==> src/rtl/pipe_sequencer.sv <==
// Pipeline control sequencer: run/stall/flush/drain control for a 5-stage pipeline.
// Decodes ID/EX opcodes for taken branches, load-use hazards and HALT.
module pipe_sequencer (
    input  logic        clk,
    input  logic        rst,
    input  logic        start,
    input  logic [31:0] id_instr,
    input  logic [31:0] ex_instr,
    input  logic        ex_zero,
    input  logic        mem_wait,
    output logic        pc_we,
    output logic        ifid_we,
    output logic        idex_we,
    output logic        exmem_we,
    output logic        memwb_we,
    output logic        ifid_flush,
    output logic        idex_flush,
    output logic        take_branch,
    output logic        halted,
    output logic [2:0]  state,
    output logic [15:0] stall_count
);

    typedef enum logic [2:0] {
        IDLE   = 3'd0,
        RUN    = 3'd1,
        DRAIN  = 3'd2,
        HALTED = 3'd3
    } state_t;

    localparam logic [5:0] OP_LW    = 6'b001000;
    localparam logic [5:0] OP_BNEQZ = 6'b001101;
    localparam logic [5:0] OP_BEQZ  = 6'b001110;
    localparam logic [5:0] OP_HALT  = 6'b111111;

    state_t      state_q, state_d;
    logic [1:0]  drain_q, drain_d;
    logic [15:0] stall_q, stall_d;

    logic [5:0] id_op, ex_op;
    logic [4:0] id_rs, id_rt, ex_rt;
    logic       id_is_r, branch_taken, load_use, id_halt;
    logic       unused_bits;

    assign id_op = id_instr[31:26];
    assign id_rs = id_instr[25:21];
    assign id_rt = id_instr[20:16];
    assign ex_op = ex_instr[31:26];
    assign ex_rt = ex_instr[20:16];
    assign unused_bits = ^{id_instr[15:0], ex_instr[25:21], ex_instr[15:0]};

    assign id_is_r      = (id_op <= 6'd5);
    assign branch_taken = ((ex_op == OP_BEQZ) && ex_zero) || ((ex_op == OP_BNEQZ) && !ex_zero);
    assign load_use     = (ex_op == OP_LW) && (ex_rt != 5'd0) &&
                          ((ex_rt == id_rs) || (id_is_r && (ex_rt == id_rt)));
    assign id_halt      = (id_op == OP_HALT);

    always_ff @(posedge clk) begin
        if (rst) begin
            state_q <= IDLE;
            drain_q <= 2'd0;
            stall_q <= 16'd0;
        end else begin
            state_q <= state_d;
            drain_q <= drain_d;
            stall_q <= stall_d;
        end
    end

    always_comb begin
        state_d     = state_q;
        drain_d     = drain_q;
        stall_d     = stall_q;
        pc_we       = 1'b0;
        ifid_we     = 1'b0;
        idex_we     = 1'b0;
        exmem_we    = 1'b0;
        memwb_we    = 1'b0;
        ifid_flush  = 1'b0;
        idex_flush  = 1'b0;
        take_branch = 1'b0;
        // Outputs are forced quiet while reset is asserted; registers clear at the edge.
        if (!rst) begin
            case (state_q)
                IDLE: begin
                    if (start) state_d = RUN;
                end
                RUN: begin
                    if (!mem_wait) begin
                        pc_we    = 1'b1;
                        ifid_we  = 1'b1;
                        idex_we  = 1'b1;
                        exmem_we = 1'b1;
                        memwb_we = 1'b1;
                        if (branch_taken) begin
                            take_branch = 1'b1;
                            ifid_flush  = 1'b1;
                            idex_flush  = 1'b1;
                        end else if (load_use) begin
                            pc_we      = 1'b0;
                            ifid_we    = 1'b0;
                            idex_flush = 1'b1;
                            if (stall_q != 16'hFFFF) stall_d = stall_q + 16'd1;
                        end else if (id_halt) begin
                            pc_we      = 1'b0;
                            ifid_we    = 1'b0;
                            idex_flush = 1'b1;
                            drain_d    = 2'd3;
                            state_d    = DRAIN;
                        end
                    end
                end
                DRAIN: begin
                    if (!mem_wait) begin
                        idex_we  = 1'b1;
                        exmem_we = 1'b1;
                        memwb_we = 1'b1;
                        if (drain_q != 2'd0) drain_d = drain_q - 2'd1;
                        // Leaving on the step that brings the counter to zero gives three drain cycles.
                        if (drain_q <= 2'd1) state_d = HALTED;
                    end
                end
                HALTED: begin
                end
                default: state_d = IDLE;
            endcase
        end
    end

    assign state       = state_q;
    assign stall_count = stall_q;
    assign halted      = (state_q == HALTED) && !rst;

endmodule

==> config.mk <==
export PLATFORM = sky130hd
export DESIGN_NAME = pipe_sequencer
export DESIGN_NICKNAME = d
export VERILOG_FILES = /design/src/rtl/pipe_sequencer.sv
export SDC_FILE = /design/constraint.sdc
export NUM_CORES = 1
export LEC_CHECK = 0
export ABC_AREA = 1
export ABC_CLOCK_PERIOD_IN_PS = 1900
export CAP_MARGIN = 20
export CORE_UTILIZATION = 34
export CTS_CLUSTER_SIZE = 24
export DETAILED_ROUTE_END_ITERATION = 7
export PLACE_DENSITY = 0.73
export SYNTH_ARGS = -nofsm -noshare
export SYNTH_HDL_FRONTEND = slang
export SYNTH_SLANG_ARGS = --single-unit
==> constraint.sdc <==
create_clock -name clk -period 1.9 [get_ports clk]
set_clock_uncertainty 0.2 [all_clocks]
set_input_delay 0.285 -clock clk [delete_from_list [all_inputs] [get_ports clk]]
set_output_delay 0.285 -clock clk [all_outputs]
set_load 0.02 [all_outputs]
==> metrics.md <==
| Metric | Value |
|---|---|
| Switching share of power | `0.395` |
| Status | `complete, but fails checks` |
| Post-Syn Nets | `between 300 and 400` |
| Diode count | `0` |
| Arrival time at the worst endpoint | `1400 ps` |
| Total wire length | `roughly 4600 um` |
| Vias per inst | `about 4.8` |
| Iteration-0 DRC count of the detailed router | `between 100 and 150` |
| Longest Clk Path Bufs | `2` |
| CP Launch Type | `primary input` |
| WP data required | `1410 ps` |
| Gate Count Post-Synth | `about 270` |
| CTS buffer count | `3` |
| Yosys top cell by area | `dfxtp_1` |
| 1st-pass router iterations | `6` |
| Area of the mapped netlist | `1600 um^2` |
| Drt drc | `7` |
| Cell Area, Placed | `between 2000 and 2500 um^2` |
| First-pass GRT wire length | `between 7000 and 8000 um` |
| Initial antenna violation count | `0` |
| Worst Hold Class | `flop to flop` |
| Max Clock Freq | `530 MHz` |
| Via count | `slightly below 2000` |
| Peak VDD IR | `~0.00063 V` |
| Initial Utilization | `0.360` |
| Final hold violation count | `0` |
| Mapped Avg Cell Area | `5.90 um^2` |
| Net Sw Power | `~0.7 mW` |
| Reg clk slew, reported paths | `about 70 ps` |
| Synth Flop Type | `dfxtp_1` |
| Yosys reg bits | `20` |
| Post-route minimum period | `1890 ps` |
| Ys Warns | `0` |
| Clock power share | `0.156` |
| CP max stage cell | `dlygate4sd2_1` |
| Post-synth EDFFs | `0` |
| Power Dens Cells | `671 nW/um^2` |
| Fin area | `between 2000 and 3000 um^2` |
| Post-route clock period utilization | `0.994` |
| Final Wtd Congestion | `0.800` |
| DRT antenna net count | `0` |
| CTS Root Cell | `clkbuf_8` |
| Seq pwr share | `0.279` |
| Critical Path, Cell by Cell | `dlygate4sd2_1, nand2_1, nand2_1, nor2_2, nand3_2, nand2_4, nand2_4, a31oi_4, buf_6` |
| Row count | `24` |
| Die Wd | `roughly 71 um` |
| GRT Overall Usage | `0.173` |
| Mean routed wirelength per cell | `11.3 um` |
| Sequential element share of the synthesized area | `0.250` |
| Die area | `between 4000 and 5000 um^2` |
| Final non-filler cell total | `approximately 400` |
| IO Pins | `between 90 and 100` |
| Max-slew violations | `0` |
| Detailed Place HPWL | `roughly 3200 um` |
| Netlist cell types | `29` |
| Gate power share | `0.565` |
| Crit Path Category | `primary input to primary output` |
| Sink Count | `20` |
| Placed Cells incl. Taps | `400` |
| Share of cells above drive strength 1 | `0.328` |
| CTS tree | `yes` |
| Core area | `about 4400 um^2` |
| Synth top area share | `0.250` |
| Die Span Y | `a little over 70 um` |
| Count leader, synth | `nand2_1` |
| Int Pwr | `1.09 mW` |
| Final setup viols | `0` |
| Unrepaired setup endpoints after global routing | `true` |
| Asr flop ratio synth | `0` |
| Worst-path maximum fanout | `3` |
| Synth area leaders | `dfxtp_1, nand2_1, nor2_1` |
| Pleak | `between 1 and 1.5 nW` |
| Total gr overflow | `0` |
| Max cap viols | `0` |
| Clk Latency, worst-skew pair | `around 260 ps` |
| Failing checks | `design-rule violations` |
| Pin count of the biggest net entering global routing | `19` |
| Crit. End Element | `primary output` |
| H-tree Lvls | `1` |
| Area Growth Syn to Fin | `67.6%` |
| Number of global-route vias before repair | `between 1500 and 2000` |
| Post-layout net count | `roughly 440` |
| I/O Buffers | `58` |
| Synth cell count leaders | `nand2_1, nor2_1, inv_1, nand3_1, dfxtp_1` |
| WP buf/inv | `2` |
| Cell family with most CP delay | `simple AND/OR/NAND/NOR gates` |
| Max incr delay on CP | `approximately 260 ps` |
-- tightest hold or removal path, delay by kind of cell (launching register included) --
family | cells | cell delay (ps)
buffers and inverters | 1 | 50
DFF | 1 | 330
AOI/OAI and AO/OA | 1 | 60
-- per-layer routing --
layer	vias to the layer above	track usage	wire length, um	share of wire
met2	36	0.324	2440	0.53
li1	1018	-	-	-
met3	4	0.0299	146	0.032
met5	-	0	0	0
met1	894	0.211	1980	0.43
met4	0	0.0267	42	0.0091
-- path summary, 6_finish.rpt --
check	cells past startpoint	endpoint	slack, ps	start
worst min register to register	2	stall_count[5]$_SDFFE_PP0P_	280	stall_count[5]$_SDFFE_PP0P_
worst min-delay path	2	stall_count[5]$_SDFFE_PP0P_	280	stall_count[5]$_SDFFE_PP0P_
worst max register to register	11	state[0]$_SDFFE_PP0P_	130	state[1]$_SDFFE_PP0P_
worst max-delay path	9	idex_flush	10	id_instr[18]
-- what timing repair did --
item | in CTS | in global routing
setup buffers | 8 | 0
setup endpoints to repair | 29 | 28
pin swaps | 25 | 34
gates cloned | 1 | 0
gates resized for setup | 78 | 79
hold buffers | 0 | 0
-- state kept, by name, indices dropped and copies added (netlist names) --
signal       flops
stall_count     16
drain_q          2
state            2
-- metrics by stage --
| stage | total power, mW | hold WS, ps | util | setup TNS [ps] | worst slack (ps) |
|---|---|---|---|---|---|
| after global placement | 1.28 | 262 | 0.545 | -11070 | -723 |
| final | 1.80 | 279 | 0.603 | 0 | 11.4 |
| after floorplan | 0.974 | 232 | - | -48.7 | -34.6 |
| after global routing | 1.93 | 324 | 0.603 | -141 | -23.5 |
| after detailed placement | 1.29 | 270 | 0.545 | -11770 | -775 |
| after CTS | 1.61 | 281 | 0.577 | -752 | -133 |
-- logic make-up after synthesis --
| family | Yosys count | share of synthesized area |
|---|---|---|
| buffers and inverters | 50 | 0.137 |
| AND/OR/NAND/NOR | 169 | 0.472 |
| flip-flops | 20 | 0.250 |
| XOR/XNOR | 1 | 0.00548 |
| adder cells (fa/ha/maj) | 7 | 0.0548 |
| AO/OA/AOI/OAI | 23 | 0.0782 |
| other | 1 | 0.00235 |
-- cell usage in the layout, fill, tap and decap left out, drive strengths merged --
cell / synthesis / final
dlygate4sd2: 0 / 14
ha: 7 / 7
o21ai: 6 / 6
nor3: 2 / 2
o21bai: 1 / 1
nand2: 78 / 78
a31oi: 1 / 1
inv: 42 / 42
clkdlybuf4s50: 0 / 21
clkbuf: 1 / 12
o21a: 1 / 1
nand4: 7 / 7
nor2: 55 / 56
dlymetal6s2s: 0 / 2
nand3: 27 / 27
conb: 1 / 1
xnor2: 1 / 1
clkdlybuf4s15: 0 / 3
dfxtp: 20 / 20
buf: 7 / 41
o221ai: 1 / 1
a21oi: 13 / 13
-- cell type report --
type,count,area (um^2)
well taps,52,65.1
fillers,402,1760
repair buffers,90,774
inverters,42,158
clock buffers,3,41.3
flip-flops and latches,20,408
multi-input cells,202,1230
-- power groups by stage --
stage | registers [mW] | clock network [mW] | logic [mW]
6_report | 0.502 | 0.280 | 1.02
5_1_grt | 0.505 | 0.303 | 1.12
4_1_cts | 0.491 | 0.287 | 0.830
3_5_place_dp | 0.496 | 0 | 0.796
3_3_place_gp | 0.496 | 0 | 0.781
2_1_floorplan | 0.524 | 0 | 0.450
No activity file was read; power rests on OpenSTA's default activity.
